<file path="src/rtl/oai222_arc_sequencer_pkg.sv">
// Shared types and constants for the oai222 timing-arc sequencer.
package oai222_seq_pkg;

  typedef enum logic [1:0] {
    IDLE    = 2'd0,
    LO_WAIT = 2'd1,
    HI_WAIT = 2'd2,
    FIN     = 2'd3
  } seq_state_t;

  localparam int NUM_ARCS = 54;
  localparam int NUM_COND = 9;

  // Pin order used by the arc numbering: arc = pin*9 + cond
  localparam int PIN_A1 = 0;
  localparam int PIN_A2 = 1;
  localparam int PIN_B1 = 2;
  localparam int PIN_B2 = 3;
  localparam int PIN_C1 = 4;
  localparam int PIN_C2 = 5;

  // Bit positions of each cell input inside the drive vector (A1 is the MSB)
  localparam int DRV_A1 = 5;
  localparam int DRV_A2 = 4;
  localparam int DRV_B1 = 3;
  localparam int DRV_B2 = 2;
  localparam int DRV_C1 = 1;
  localparam int DRV_C2 = 0;

  // Side-pair encoding {pin1,pin2}; every entry keeps its pair's OR at 1
  function automatic logic [1:0] enc_pair(input logic [1:0] idx);
    case (idx)
      2'd0:    return 2'b01;
      2'd1:    return 2'b10;
      default: return 2'b11;
    endcase
  endfunction

endpackage

</file>
<file path="src/rtl/oai222_arc_sequencer_if.sv">
// Control/status and cell-side bundle of the arc sequencer.
interface oai222_arc_sequencer_if #(
  parameter int ERR_W = 8
) ();
  logic             START;
  logic             ABORT;
  logic [5:0]       DRV;
  logic             ZN_IN;
  logic             BUSY;
  logic             DONE;
  logic             ERR;
  logic [ERR_W-1:0] ERR_CNT;
  logic [5:0]       FAIL_ARC;
  logic             FAIL_PH;
  logic [5:0]       ARC_IDX;

  modport master (
    output START, ABORT, ZN_IN,
    input  DRV, BUSY, DONE, ERR, ERR_CNT, FAIL_ARC, FAIL_PH, ARC_IDX
  );

  modport slave (
    input  START, ABORT, ZN_IN,
    output DRV, BUSY, DONE, ERR, ERR_CNT, FAIL_ARC, FAIL_PH, ARC_IDX
  );
endinterface

</file>
<file path="src/rtl/oai222_arc_pattern.sv">
// Combinational map from (arc, phase) to the oai222 drive vector and expected ZN.
module oai222_arc_pattern
  import oai222_seq_pkg::*;
(
  input  logic [5:0] arc,
  input  logic       phase,
  output logic [5:0] drive,
  output logic       exp_zn
);

  logic [2:0]      pin;
  logic [3:0]      cond;
  logic [1:0]      tpair;
  logic [1:0]      first_pair;
  logic [1:0]      second_pair;
  logic [2:0][1:0] pair_val;
  logic [5:0]      pv;

  // Decode the arc, fill the target pair and the two side pairs, then place pins
  always_comb begin
    pin   = 3'(arc / 6'(NUM_COND));
    cond  = 4'(arc % 6'(NUM_COND));
    tpair = pin[2:1];
    case (tpair)
      2'd0:    begin first_pair = 2'd1; second_pair = 2'd2; end
      2'd1:    begin first_pair = 2'd0; second_pair = 2'd2; end
      default: begin first_pair = 2'd0; second_pair = 2'd1; end
    endcase
    for (int k = 0; k < 3; k++) begin
      if (2'(k) == tpair)
        pair_val[k] = pin[0] ? {1'b0, phase} : {phase, 1'b0};
      else if (2'(k) == first_pair)
        pair_val[k] = enc_pair(2'(cond / 4'd3));
      else
        pair_val[k] = enc_pair(2'(cond % 4'd3));
    end
    pv = {pair_val[2][0], pair_val[2][1], pair_val[1][0],
          pair_val[1][1], pair_val[0][0], pair_val[0][1]};
    drive         = '0;
    drive[DRV_A1] = pv[PIN_A1];
    drive[DRV_A2] = pv[PIN_A2];
    drive[DRV_B1] = pv[PIN_B1];
    drive[DRV_B2] = pv[PIN_B2];
    drive[DRV_C1] = pv[PIN_C1];
    drive[DRV_C2] = pv[PIN_C2];
    exp_zn        = ~phase;
  end

endmodule

</file>
<file path="src/rtl/oai222_arc_sequencer.sv">
// Walks all 54 oai222 timing arcs low then high, samples ZN after a settle
// time and records mismatches.
module oai222_arc_sequencer
  import oai222_seq_pkg::*;
#(
  parameter int SETTLE_CYCLES = 2,
  parameter int ERR_W         = 8
) (
  input logic                   CLK,
  input logic                   RN,
  oai222_arc_sequencer_if.slave bus
);

  localparam logic [3:0] RELOAD   = 4'(SETTLE_CYCLES - 1);
  localparam logic [5:0] LAST_ARC = 6'(NUM_ARCS - 1);

  seq_state_t       state_q, state_n;
  logic [3:0]       cnt_q, cnt_n;
  logic [5:0]       arc_q, arc_n;
  logic [5:0]       drv_q, drv_n;
  logic             exp_q, exp_n;
  logic             busy_q, busy_n;
  logic             done_q, done_n;
  logic             sample_en, run_clr, mismatch;
  logic [5:0]       pat_arc, pat_drv;
  logic             pat_ph, pat_exp;
  logic             err_q, fail_ph_q;
  logic [ERR_W-1:0] err_cnt_q;
  logic [5:0]       fail_arc_q;

  // Select which arc/phase vector would be loaded on the next drive update
  always_comb begin
    pat_arc = arc_q;
    pat_ph  = 1'b0;
    case (state_q)
      IDLE:    pat_arc = '0;
      LO_WAIT: pat_ph  = 1'b1;
      HI_WAIT: pat_arc = arc_q + 6'd1;
      default: pat_arc = arc_q;
    endcase
  end

  oai222_arc_pattern u_pattern (
    .arc    (pat_arc),
    .phase  (pat_ph),
    .drive  (pat_drv),
    .exp_zn (pat_exp)
  );

  // Next-state, settle counter, drive vector and run flags
  always_comb begin
    state_n   = state_q;
    cnt_n     = cnt_q;
    arc_n     = arc_q;
    drv_n     = drv_q;
    exp_n     = exp_q;
    busy_n    = busy_q;
    done_n    = done_q;
    sample_en = 1'b0;
    run_clr   = 1'b0;
    case (state_q)
      IDLE: begin
        if (bus.START) begin
          state_n = LO_WAIT;
          cnt_n   = RELOAD;
          arc_n   = '0;
          drv_n   = pat_drv;
          exp_n   = pat_exp;
          busy_n  = 1'b1;
          done_n  = 1'b0;
          run_clr = 1'b1;
        end
      end
      LO_WAIT, HI_WAIT: begin
        if (bus.ABORT) begin
          state_n = IDLE;
          drv_n   = '0;
          busy_n  = 1'b0;
        end else if (cnt_q == 4'd0) begin
          sample_en = 1'b1;
          if (state_q == LO_WAIT || arc_q != LAST_ARC) begin
            state_n = (state_q == LO_WAIT) ? HI_WAIT : LO_WAIT;
            cnt_n   = RELOAD;
            drv_n   = pat_drv;
            exp_n   = pat_exp;
            if (state_q == HI_WAIT) arc_n = arc_q + 6'd1;
          end else begin
            state_n = FIN;
            drv_n   = '0;
            busy_n  = 1'b0;
            done_n  = 1'b1;
          end
        end else begin
          cnt_n = cnt_q - 4'd1;
        end
      end
      default: state_n = IDLE;
    endcase
  end

  // X or Z on ZN_IN must read as a failure, hence the case inequality
  assign mismatch = sample_en && (bus.ZN_IN !== exp_q);

  // Sequencer registers
  always_ff @(posedge CLK or negedge RN) begin
    if (!RN) begin
      state_q <= IDLE;
      cnt_q   <= '0;
      arc_q   <= '0;
      drv_q   <= '0;
      exp_q   <= 1'b0;
      busy_q  <= 1'b0;
      done_q  <= 1'b0;
    end else begin
      state_q <= state_n;
      cnt_q   <= cnt_n;
      arc_q   <= arc_n;
      drv_q   <= drv_n;
      exp_q   <= exp_n;
      busy_q  <= busy_n;
      done_q  <= done_n;
    end
  end

  // Mismatch counting and first-failure capture
  always_ff @(posedge CLK or negedge RN) begin
    if (!RN) begin
      err_q      <= 1'b0;
      err_cnt_q  <= '0;
      fail_arc_q <= '0;
      fail_ph_q  <= 1'b0;
    end else if (run_clr) begin
      err_q      <= 1'b0;
      err_cnt_q  <= '0;
      fail_arc_q <= '0;
      fail_ph_q  <= 1'b0;
    end else if (mismatch) begin
      err_q <= 1'b1;
      if (err_cnt_q != '1) err_cnt_q <= err_cnt_q + ERR_W'(1);
      if (!err_q) begin
        fail_arc_q <= arc_q;
        fail_ph_q  <= (state_q == HI_WAIT);
      end
    end
  end

  assign bus.DRV      = drv_q;
  assign bus.BUSY     = busy_q;
  assign bus.DONE     = done_q;
  assign bus.ERR      = err_q;
  assign bus.ERR_CNT  = err_cnt_q;
  assign bus.FAIL_ARC = fail_arc_q;
  assign bus.FAIL_PH  = fail_ph_q;
  assign bus.ARC_IDX  = arc_q;

endmodule

</file>
<file path="src/flat_wrapper.sv">
// flat-port wrapper written by rule: the top's interface ports become plain ports
module oai222_arc_sequencer_flat import oai222_seq_pkg::*;
#(
  parameter int SETTLE_CYCLES = 2,
  parameter int ERR_W         = 8
)
  (CLK, RN, bus_START, bus_ABORT, bus_ZN_IN, bus_DRV, bus_BUSY, bus_DONE, bus_ERR, bus_ERR_CNT, bus_FAIL_ARC, bus_FAIL_PH, bus_ARC_IDX);
  oai222_arc_sequencer_if #(.ERR_W(ERR_W)) bus_i ();
  input logic CLK;
  input logic RN;
  input wire logic [$bits(bus_i.START)-1:0] bus_START;
  input wire logic [$bits(bus_i.ABORT)-1:0] bus_ABORT;
  input wire logic [$bits(bus_i.ZN_IN)-1:0] bus_ZN_IN;
  output wire logic [$bits(bus_i.DRV)-1:0] bus_DRV;
  output wire logic [$bits(bus_i.BUSY)-1:0] bus_BUSY;
  output wire logic [$bits(bus_i.DONE)-1:0] bus_DONE;
  output wire logic [$bits(bus_i.ERR)-1:0] bus_ERR;
  output wire logic [$bits(bus_i.ERR_CNT)-1:0] bus_ERR_CNT;
  output wire logic [$bits(bus_i.FAIL_ARC)-1:0] bus_FAIL_ARC;
  output wire logic [$bits(bus_i.FAIL_PH)-1:0] bus_FAIL_PH;
  output wire logic [$bits(bus_i.ARC_IDX)-1:0] bus_ARC_IDX;
  assign bus_i.START = bus_START;
  assign bus_i.ABORT = bus_ABORT;
  assign bus_i.ZN_IN = bus_ZN_IN;
  assign bus_DRV = bus_i.DRV;
  assign bus_BUSY = bus_i.BUSY;
  assign bus_DONE = bus_i.DONE;
  assign bus_ERR = bus_i.ERR;
  assign bus_ERR_CNT = bus_i.ERR_CNT;
  assign bus_FAIL_ARC = bus_i.FAIL_ARC;
  assign bus_FAIL_PH = bus_i.FAIL_PH;
  assign bus_ARC_IDX = bus_i.ARC_IDX;
  oai222_arc_sequencer #(.SETTLE_CYCLES(SETTLE_CYCLES), .ERR_W(ERR_W)) u_core (.CLK(CLK), .RN(RN), .bus(bus_i));
endmodule
</file>
<file path="config.mk">
export PLATFORM = sky130hd
export DESIGN_NAME = oai222_arc_sequencer_flat
export DESIGN_NICKNAME = d
export VERILOG_FILES = /design/src/rtl/oai222_arc_sequencer_pkg.sv /design/src/rtl/oai222_arc_sequencer_if.sv /design/src/rtl/oai222_arc_pattern.sv /design/src/rtl/oai222_arc_sequencer.sv /design/src/flat_wrapper.sv
export SDC_FILE = /design/constraint.sdc
export NUM_CORES = 1
export LEC_CHECK = 0
export CORE_ASPECT_RATIO = 1.5
export CORE_MARGIN = 1.5
export CORE_UTILIZATION = 45
export DETAILED_ROUTE_END_ITERATION = 6
export PLACE_DENSITY_LB_ADDON = 0.3
export SLEW_MARGIN = 20
export SYNTH_ARGS = -nofsm -noshare
export SYNTH_HDL_FRONTEND = slang
export SYNTH_SLANG_ARGS = --single-unit
</file>
<file path="constraint.sdc">
create_clock -name CLK -period 9.55 [get_ports CLK]
set_input_delay 1.91 -clock CLK [delete_from_list [all_inputs] [get_ports CLK]]
set_output_delay 1.91 -clock CLK [all_outputs]
set_load 0.005 [all_outputs]
</file>
**After elaboration in Yosys (flattened, before gate mapping)**

Cells that the tools add are included.

- Bits in registers: 37
- Input port bits: 5

- $add $sub $neg: 3
- Div/mod/pow operators: 4
- Equality and inequality tests: 21
- Mux-type cells: 65
- Bitwise operators: 1
- Reduce and logical (&&, ||, !) cells: 21

Operator list:

| operator | count |
|---|---|
| $mux W6 | 12 |
| $pmux W6 S2 | 3 |
| $mux W1 | 24 |
| $mux W2 | 12 |
| $mux W8 | 3 |
| $mux W4 | 4 |
| $pmux W2 S2 | 3 |
| $logic_not A2 Y1 | 5 |
| $reduce_and A5 Y1 | 2 |
| $add A8 B1 Y8 const B | 1 |
| $ne A2 B1 Y1 const B | 4 |
| $ne A8 B8 Y1 const B | 1 |
| $pmux W4 S2 | 1 |
| $reduce_and A4 Y1 | 2 |
| $add A6 B1 Y6 const B | 1 |
| $div A6 B4 Y6 const B | 1 |
| $eq A2 B1 Y1 const B | 3 |
| $mod A6 B4 Y6 const B | 1 |
| $ne A2 B2 Y1 const B | 3 |
| $ne A3 B3 Y1 const B | 2 |
| $ne A6 B6 Y1 const B | 1 |
| $pmux W1 S2 | 3 |
| $reduce_and A2 Y1 | 3 |
| $reduce_and A6 Y1 | 1 |
| other kinds (15) | 19 |

**Logic depth before layout (Yosys ltp)**

Gate-level depths: netlist of the first run.

- Word-level depth: 12
- Depth in mapped cells: 39
- Depth with buffers taken out: 35

**By module**

Synthesis of the first run repeated with hierarchy kept, for this count alone.

- Cells, all modules: 367
- Area, all modules: 3080.5 sq um

By module, submodules not included:

| module | instances | cells each | area an instance (sq um) |
|---|---|---|---|
| oai222_arc_sequencer | 1 | 229 | 2130.8 |
| oai222_arc_pattern | 1 | 138 | 949.7 |

**Worst setup path before layout of the first run**

No wires, ideal clock.

- Path kind: register -> register
- From: register u_core.state_q[0]
- To: register u_core.drv_q[0] (netlist: u_core.bus.DRV[0])
- Setup time: 142 ps
- Data arrival time: 6777 ps
- Path slack: 2631 ps
- Stages on the path, launching flop included: 39
- Path buffers: 4
- Clock period less this slack: 6919 ps
- Cell sequence: dfrtp_1 > inv_1 > ha_1 > buf_4 > nand4_1 > and3_1 > nor2_1 > ha_1 > inv_1 > o311ai_1 > or3_1 > clkbuf_1 > nand2_1 > xnor2_1 > ha_1 > nand2_1 > o32a_1 > buf_4 > [3 not listed] > nand2_1 > mux2i_4 > o21ai_2 > mux2i_2 > ha_1 > inv_1 > ha_1 > clkbuf_1 > nand3_1 > o21ai_0 > ha_1 > nor2_1 > nand2_1 > o21bai_1 > o22ai_1 > a21oi_1 > o32ai_1 > o221ai_1

- Cells in the longest elaborated chain, start to end: 12

RTL lines:

| item | RTL line | RTL |
|---|---|---|
| start: declaration | oai222_arc_sequencer.sv:17 | `seq_state_t state_q, state_n;` |
| start signal: assignment | oai222_arc_sequencer.sv:115 | `state_q <= state_n;` |
| $eq A2 B2 Y1 or $logic_not A2 Y1 (tied branches) | oai222_arc_sequencer.sv:35, oai222_arc_sequencer.sv:61 |  |
| $pmux W6 S2 | oai222_arc_sequencer.sv:35 | `case (state_q)` |
| $mod A6 B4 Y6 or $div A6 B4 Y6 (tied branches) | oai222_arc_pattern.sv:22, oai222_arc_pattern.sv:21 |  |
| $mod A4 B2 Y4 (tied with other cells) | oai222_arc_pattern.sv:35 | `pair_val[k] = enc_pair(2'(cond % 4'd3));` |
| $eq A2 B1 Y1 (tied with other cells) | oai222_arc_sequencer_pkg.sv:32 | `case (idx)` |
| $pmux W2 S2 or $eq A2 B2 Y1 (tied branches) | oai222_arc_sequencer_pkg.sv:32, oai222_arc_pattern.sv:32 |  |
| $mux W2 | oai222_arc_pattern.sv:32 | `else if (2'(k) == first_pair)` |
| $mux W2 | oai222_arc_pattern.sv:30 | `if (2'(k) == tpair)` |
| $mux W6 | oai222_arc_sequencer.sv:81 | `if (state_q == LO_WAIT \|\| arc_q != LAST_ARC) begin` |
| $mux W6 | oai222_arc_sequencer.sv:79 | `end else if (cnt_q == 4'd0) begin` |
| $mux W6 | oai222_arc_sequencer.sv:75 | `if (bus.ABORT) begin` |
| $pmux W6 S2 | oai222_arc_sequencer.sv:61 | `case (state_q)` |
| end signal: assignment | oai222_arc_sequencer.sv:118 | `drv_q <= drv_n;` |
| end: declaration | oai222_arc_sequencer.sv:20 | `logic [5:0] drv_q, drv_n;` |

Several ways; a longest one is shown, not always the timed one. The select of a mux whose other input is x is not followed.
A chain may end at the register's enable or synchronous reset.

**Final worst setup path of the first run**

Ends and elaborated chain as after synthesis.

==> results of run 1 <==
state kept, by name, summed over array words and instances (netlist names):
signal	flops
u_core.cnt_q	4
u_core.bus.ERR	1
u_core.exp_q	1
u_core.state_q	2
u_core.bus.FAIL_ARC	6
u_core.bus.ARC_IDX	6
u_core.bus.DONE	1
u_core.bus.ERR_CNT	8
u_core.bus.FAIL_PH	1
u_core.bus.DRV	6
u_core.bus.BUSY	1
layer usage:
layer  wire [um]  global-route usage (%)
met5           0                       0
met4         150                    8.95
met3         144                    2.47
met2        3250                    36.0
met1        2610                    22.6
power by group through the flow:
stage               clock network [mW]  logic [mW]  registers (mW)
finish                           0.111       0.399           0.229
global route                     0.118       0.456           0.236
CTS                              0.113       0.400           0.229
detailed placement                   0       0.398           0.232
global placement                     0       0.391           0.232
floorplan                            0       0.294           0.219
synthesized netlist by cell type (all sizes together) (5+ instances only):
library cell and n:
a21oi 11, a22o 7, and2 6, and3 6, buf 6, clkbuf 7, dfrtp 37, ha 19
inv 23, mux2i 8, nand2 45, nand2b 7, nand3 6, nand4 5, nor2 34, nor3 6
o211ai 5, o21ai 22, o31ai 5, xnor2 9, xor2 6
final cells by class:
class                   count  area [um2]
clock buffers               6        82.6
clock inverters             1        7.51
fillers                   589        2810
inverters                  23        86.3
multi-input cells         260        1740
flip-flops and latches     37         926
well taps                  74        92.6
repair buffers             34         335
worst paths after layout:
| check | from | endpoint | slack [ps] | depth (start not counted) |
|---|---|---|---|---|
| hold / removal | u_core.bus.DRV[4] | u_core.bus.DRV[4] | 490 | 2 |
| min in group asynchronous | RN | u_core.bus.FAIL_ARC[2] | 1700 | 1 |
| setup / recovery | u_core.state_q[0] | u_core.bus.DRV[0] | 1830 | 34 |
| setup reg to reg | u_core.state_q[0] | u_core.bus.DRV[0] | 1830 | 34 |
| max in group asynchronous | RN | u_core.bus.ERR | 7340 | 1 |
| hold reg to reg | u_core.bus.DRV[4] | u_core.bus.DRV[4] | 490 | 2 |
worst max-delay path, delay by kind of cell (launching register included):
family,cells,cell delay [ps]
fa+ha+maj,7,1880
simple gates,11,1620
buf+inv,3,210
compound gates,9,2090
xor+xnor,2,800
mux,2,560
flops,1,420
cell families after synthesis:
kind of cell,share of synthesized area (%)
buffers and inverters,5.41
adders and majority gates,8.43
DFF,32.8
xor gates and xnor gates,4.66
muxes,4.21
AOI/OAI and AO/OA,22.6
and+or+nand+nor,21.9
==> summary.txt, run 1 <==
Outcome: completed
CTS Hold Bufs: 0
Overflow after GRT: 0
Pin count of the biggest net entering global routing: 38
Core ar.: 6090 um2
FMAX: 0.130 GHz
Clock Power Share: 15.0%
Number of gates resized after cts: 0
Diode count: 0
Share of cells above drive strength 1: 6.09%
CTS tree: built
Vias post-DR: 2471
DRT Pass-1 Iters: 4
Placed cell area: 3180 um2
Fin nets: 385
Seq pwr share: 31.0%
Global-route wire length before repair: 10700 um
Starting Density: 46.4%
WHS: 489 ps
Vias in the first global route: 2442
Layout overhead on the synthesized area: 16.0%
DIE WIDTH: 67.7 um
Final hold vios: 0
Post-route setup slack: 1830 ps
Skew final: 11.3 ps
Max FO, Critical Path: 15
Clock transition at the registers of the reported paths: 70 ps
HP Class: reg -> reg
Power, Total: 738 uW
Total Routed Length: 6150 um
RSZ-0062 raised after global routing: no
Leading cell type in the layout, fill and taps excluded: nand2_1
Clk buf depth: 2
CP Data Required Time: 9700 ps
Root buffer cell: clkbuf_8
Clock Sinks: 37
Worst path arrival time: 7870 ps
Sw Ratio: 43.3%
Slowest CP cell: o32a_1
Placement Rows: 35
Final Slew Violations: 0
Cell Area, Synth: 2820 um2
DRC violations left: 0
H-Tree Level Count: 2
Final period util: 80.8%
Placed cells: 428
Lkg Pwr: 1.43 nW
Worst slew pin tran: 834 ps
Drt wl/cell: 14.1 um
Worst IR Drop VDD: 99.0 uV
Setup CP Type: reg -> reg
Final min period: 7720 ps
Via-per-instance ratio: 5.68
Commonest cells after routing, fill and taps aside: 45 x nand2_1, 37 x dfrtp_1, 33 x nor2_1, 33 x clkdlybuf4s50_1, 23 x inv_1
Post-synthesis cell count: 333
Share of Yosys cell area claimed by the top area cell type: 32.8%
Critical Path End Type: flip-flop
Routed Antenna Nets: 0
Synth Net Count: 357
Area leader, netlist: dfrtp_1
Nature of the critical path startpoint: flip-flop
Cell variety after synth: 62
DP Worst Slack: 1830 ps
Number of buffers created by CTS: 5
Max-Cap Viols: 0
Cell-internal power: 419 uW
Design area: 3270 um2
IO Port Bufs: 34
Max incr delay on CP: 450 ps
Die area: 6760 um2
Placer Congestion: 0.884
Post-synth EDFFs: 0
Starting DRT DRC Count: 88
IO Count: 35
Ys async rst share: 100%
Die H: 100 um
Logic pwr share: 54.0%
Psw: 320 uW
Power Dens Cells: 226 nW/um2
Crit-path most repeated cell: ha_1
Sequential share of the synthesized area: 32.8%
Initial antenna violation count: 0
Post-Layout Cell Count: 435
Setup TNS: 0 ps
Top_reg_cell synth: dfrtp_1
Fin util: 53.8%
Slew margin rel.: 44.3%
Setup bufs post-CTS: 0
Ys Warns: 0
Setup violators final: 0
Post-DP HPWL: 4810 um
Top post-synthesis cells by area: dfrtp_1 33%, ha_1 8.4%, nand2_1 6.0%
Clock latency at the later pin of the worst-skew pair: 290 ps
Syn avg cell area: 8.47 um2
All-Layer GR Usage: 19.9%
Synthesis-stage register bit count: 37
Power figures use the tool's default switching activity.
==> run 2: changes to the inputs <==
==> constraint.sdc (replaced) <==
create_clock -name CLK -period 7.3 [get_ports CLK]
set_input_delay 1.46 -clock CLK [delete_from_list [all_inputs] [get_ports CLK]]
set_output_delay 1.46 -clock CLK [all_outputs]
set_load 0.005 [all_outputs]
==> summary.txt, run 2 (same netlist as run 1, synthesis figures left out) <==
Design area: 3440 um2
FMAX: 0.147 GHz
Layout overhead on the synthesized area: 22.0%
Share of cells above drive strength 1: 10.5%
DRC violations left: 0
Via-per-instance ratio: 5.72
Fin util: 56.5%
Starting DRT DRC Count: 128
HP Class: reg -> reg
Commonest cells after routing, fill and taps aside: 45 x nand2_1, 37 x dfrtp_1, 33 x nor2_1, 33 x clkdlybuf4s50_1, 23 x inv_1
Setup CP Type: reg -> reg
Max-Cap Viols: 0
Final Slew Violations: 0
Worst slew pin tran: 813 ps
Power Dens Cells: 315 nW/um2
Skew final: 5.23 ps
Clk buf depth: 2
Post-DP HPWL: 4930 um
Leading cell type in the layout, fill and taps excluded: nand2_1
Routed Antenna Nets: 0
Worst path arrival time: 6980 ps
Die area: 6760 um2
CP Data Required Time: 7470 ps
Final min period: 6810 ps
Drt wl/cell: 15.1 um
H-Tree Level Count: 2
Critical Path End Type: flip-flop
Max FFs per register: 8
Clock Sinks: 37
Die H: 100 um
CTS tree: built
Nature of the critical path startpoint: flip-flop
Root buffer cell: clkbuf_8
Initial antenna violation count: 0
IO Port Bufs: 34
Placed cells: 433
Vias in the first global route: 2429
Number of buffers created by CTS: 5
Lkg Pwr: 1.50 nW
WHS: 486 ps
Setup violators final: 0
Outcome: completed
Overflow after GRT: 0
Slowest CP cell: dfrtp_1
Vias post-DR: 2538
Total Routed Length: 6690 um
Placed cell area: 3220 um2
Placer Congestion: 0.861
Fillers: 588
Placement Rows: 35
Post-Layout Cell Count: 444
IO Count: 35
CTS Hold Bufs: 0
Pin count of the biggest net entering global routing: 38
DRT Pass-1 Iters: 4
Max FO, Critical Path: 9
Clock transition at the registers of the reported paths: 80 ps
Max incr delay on CP: 420 ps
All-Layer GR Usage: 20.6%
Starting Density: 46.4%
Crit-path most repeated cell: ha_1
Power, Total: 1.09 mW
Global-route wire length before repair: 11000 um
Core ar.: 6090 um2
Fin nets: 393
Worst IR Drop VDD: 171 uV
Diode count: 0
Final hold vios: 0
Final period util: 93.3%
Clock latency at the later pin of the worst-skew pair: 300 ps
DIE WIDTH: 67.7 um
Slew margin rel.: 45.8%
==> run 2: layer usage <==
layer	global-route usage [%]	routed length, um	vias up
li1	-	-	1254
met1	23.7	2730	1226
met2	37.4	3670	45
met3	3.14	171	13
met4	7.06	121	0
met5	0	0	-
==> run 2: stage by stage <==
step | worst slack (ps) | setup TNS, ps
floorplan | 381 | 0
global placement | 300 | 0
detailed placement | 23.2 | 0
CTS | 96.1 | 0
global route | -103 | -295
finish | 493 | 0
==> run 2: cell type report <==
cell class / count / area [um2] / share of cell area, %
Sequential cell: 37 / 926 / 26.9
Tap cell: 74 / 92.6 / 2.69
Multi-Input combinational cell: 260 / 1800 / 52.4
Timing Repair Buffer: 42 / 395 / 11.5
Clock inverter: 3 / 68.8 / 2.00
Clock buffer: 5 / 68.8 / 2.00
Inverter: 23 / 86.3 / 2.51
==> run 2: critical path: cells and delay by family, from the launching register on <==
family / cells / cell delay (ps)
compound gates: 9 / 2090
xor+xnor: 2 / 420
fa+ha+maj: 7 / 1550
buf+inv: 3 / 230
flops: 1 / 420
mux: 2 / 450
simple gates: 11 / 1530
==> run 2: path summary, 6_finish.rpt <==
path,startpoint,slack (ps),endpoint,cells past startpoint
worst max-delay path,u_core.state_q[0],490,u_core.bus.DRV[1],34
worst min-delay path,u_core.bus.DRV[4],490,u_core.bus.DRV[4],2
worst max register to register,u_core.state_q[0],490,u_core.bus.DRV[1],34
worst min register to register,u_core.bus.DRV[4],490,u_core.bus.DRV[4],2
max in group asynchronous,RN,5540,u_core.bus.DRV[5],1
min in group asynchronous,RN,1250,u_core.bus.FAIL_ARC[4],1
==> run 2: power by group <==
part           internal [mW]  switching (mW)  total, mW  leakage [nW]
sequential             0.251          0.0439      0.295         0.496
clock                  0.138          0.0843      0.222        0.0687
combinational          0.246           0.323      0.569         0.938
total                  0.634           0.451       1.09          1.50
==> run 2: timing repair <==
item                                    4_1_cts  5_1_grt
pin swaps                                     0        2
gates resized for setup                       1        8
endpoints found under the setup margin        1        5
buffers inserted                              0        3
==> run 3: changes to the inputs <==
--- a/config.mk
+++ b/config.mk
@@ -10,6 +10,7 @@
 export CORE_UTILIZATION = 45
 export DETAILED_ROUTE_END_ITERATION = 6
 export PLACE_DENSITY_LB_ADDON = 0.3
+export RECOVER_POWER = 50
 export SLEW_MARGIN = 20
 export SYNTH_ARGS = -nofsm -noshare
 export SYNTH_HDL_FRONTEND = slang
==> summary.txt, run 3 (same netlist as run 1, synthesis figures left out) <==
Setup violators final: 0
Critical Path End Type: flip-flop
Die H: 100 um
Slowest CP cell: dfrtp_1
Max FFs per register: 8
Placed cell area: 3220 um2
Placer Congestion: 0.861
Initial antenna violation count: 0
Starting DRT DRC Count: 128
Setup CP Type: reg -> reg
DRC violations left: 0
Max incr delay on CP: 420 ps
Total Routed Length: 6660 um
Vias post-DR: 2540
Skew final: 6.86 ps
Failing checks: capacitance limit, slew limit
FMAX: 0.147 GHz
Global-route wire length before repair: 11000 um
Worst IR Drop VDD: 171 uV
Hold depth: 2
Clock transition at the registers of the reported paths: 80 ps
Fin nets: 393
Die area: 6760 um2
Crit-path most repeated cell: ha_1
Worst slew pin tran: 1950 ps
Placement Rows: 35
Layout overhead on the synthesized area: 21.9%
Final min period: 6800 ps
Worst path arrival time: 6970 ps
Max FO, Critical Path: 9
Via-per-instance ratio: 5.72
Diode count: 0
Worst path buffer plus inverter count: 3
Clk buf depth: 2
Post-route setup slack: 496 ps
Lkg Pwr: 1.53 nW
Slew margin rel.: -30.1%
Overflow after GRT: 0
Number of buffers created by CTS: 5
WHS: 481 ps
Post-DP HPWL: 4930 um
HP Class: reg -> reg
Commonest cells after routing, fill and taps aside: 45 x nand2_1, 37 x dfrtp_1, 33 x nor2_1, 23 x inv_1
Final Slew Violations: 38
FF-to-FF path depth: 34
Design area: 3440 um2
CP top delay family: compound AO/OA/AOI/OAI gates
Clock latency at the later pin of the worst-skew pair: 300 ps
Vias in the first global route: 2429
Outcome: finished, violations left
DP Worst Slack: 23.2 ps
Final period util: 93.2%
Pin count of the biggest net entering global routing: 38
IO Count: 35
Core ar.: 6090 um2
CP Data Required Time: 7470 ps
WP depth: 34
Drt wl/cell: 15.0 um
Power Dens Cells: 313 nW/um2
CTS tree: built
Leading cell type in the layout, fill and taps excluded: nand2_1
H-Tree Level Count: 2
Clock Sinks: 37
All-Layer GR Usage: 20.6%
Nature of the critical path startpoint: flip-flop
DIE WIDTH: 67.7 um
DRT Pass-1 Iters: 4
Final hold vios: 0
Fillers: 588
IO Port Bufs: 34
Fin util: 56.5%
Share of cells above drive strength 1: 10.3%
Routed Antenna Nets: 0
Footprint of the multi-input gates: 1800 um2
Max-Cap Viols: 1
Seq. cell area: 926 um2
Starting Density: 46.4%
Root buffer cell: clkbuf_8
Setup TNS: 0 ps
==> run 3: cell type report <==
type                       instances  area share (%)
sequential                        37            26.9
clock inverter                     3            2.00
clock buffer                       5            2.00
timing repair buffer              42            11.5
multi-input combinational        260            52.4
inverter                          23            2.51
tap                               74            2.69
==> run 3: power by group <==
part | switching (mW) | internal (mW) | total, mW | leakage, nW
clock network | 0.0834 | 0.138 | 0.221 | 0.0687
logic | 0.323 | 0.240 | 0.563 | 0.967
registers | 0.0432 | 0.251 | 0.294 | 0.496
==> run 3: worst reg2reg max path, delay by kind of cell (launching register included) <==
| kind | cells | cell delay (ps) |
|---|---|---|
| muxes | 2 | 450 |
| and+or+nand+nor | 11 | 1530 |
| DFF | 1 | 420 |
| xor gates and xnor gates | 2 | 420 |
| buffers and inverters | 3 | 230 |
| AOI/OAI and AO/OA | 9 | 2090 |
| adders and majority gates | 7 | 1550 |
==> run 3: stage by stage <==
stage               instances  power (mW)
floorplan                 333       0.671
global placement          433       0.826
detailed placement        433       0.834
CTS                       441        1.06
global route              444        1.17
finish                    444        1.08
==> run 3: per-layer routing <==
| metal | track usage (%) | vias up | routed length [um] |
|---|---|---|---|
| met1 | 23.7 | 1232 | 2700 |
| met3 | 3.14 | 13 | 167 |
| met2 | 37.4 | 41 | 3680 |
| li1 | - | 1254 | - |
| met5 | 0 | - | 0 |
| met4 | 7.06 | 0 | 121 |
==> run 3: final timing paths <==
kind | start | end | slack (ps)
min in group asynchronous | RN | u_core.bus.FAIL_ARC[4] | 1700
worst min-delay path | u_core.bus.DRV[4] | u_core.bus.DRV[4] | 480
worst min register to register | u_core.bus.DRV[4] | u_core.bus.DRV[4] | 480
worst max-delay path | u_core.state_q[0] | u_core.bus.DRV[1] | 500
worst max register to register | u_core.state_q[0] | u_core.bus.DRV[1] | 500
max in group asynchronous | RN | u_core.bus.DRV[5] | 4480
==> run 3: timing repair <==
action	CTS	global route
endpoints found under the setup margin	1	5
hold buffers	0	0
resized for setup	1	8
setup buffers	0	3
pin swaps	0	2
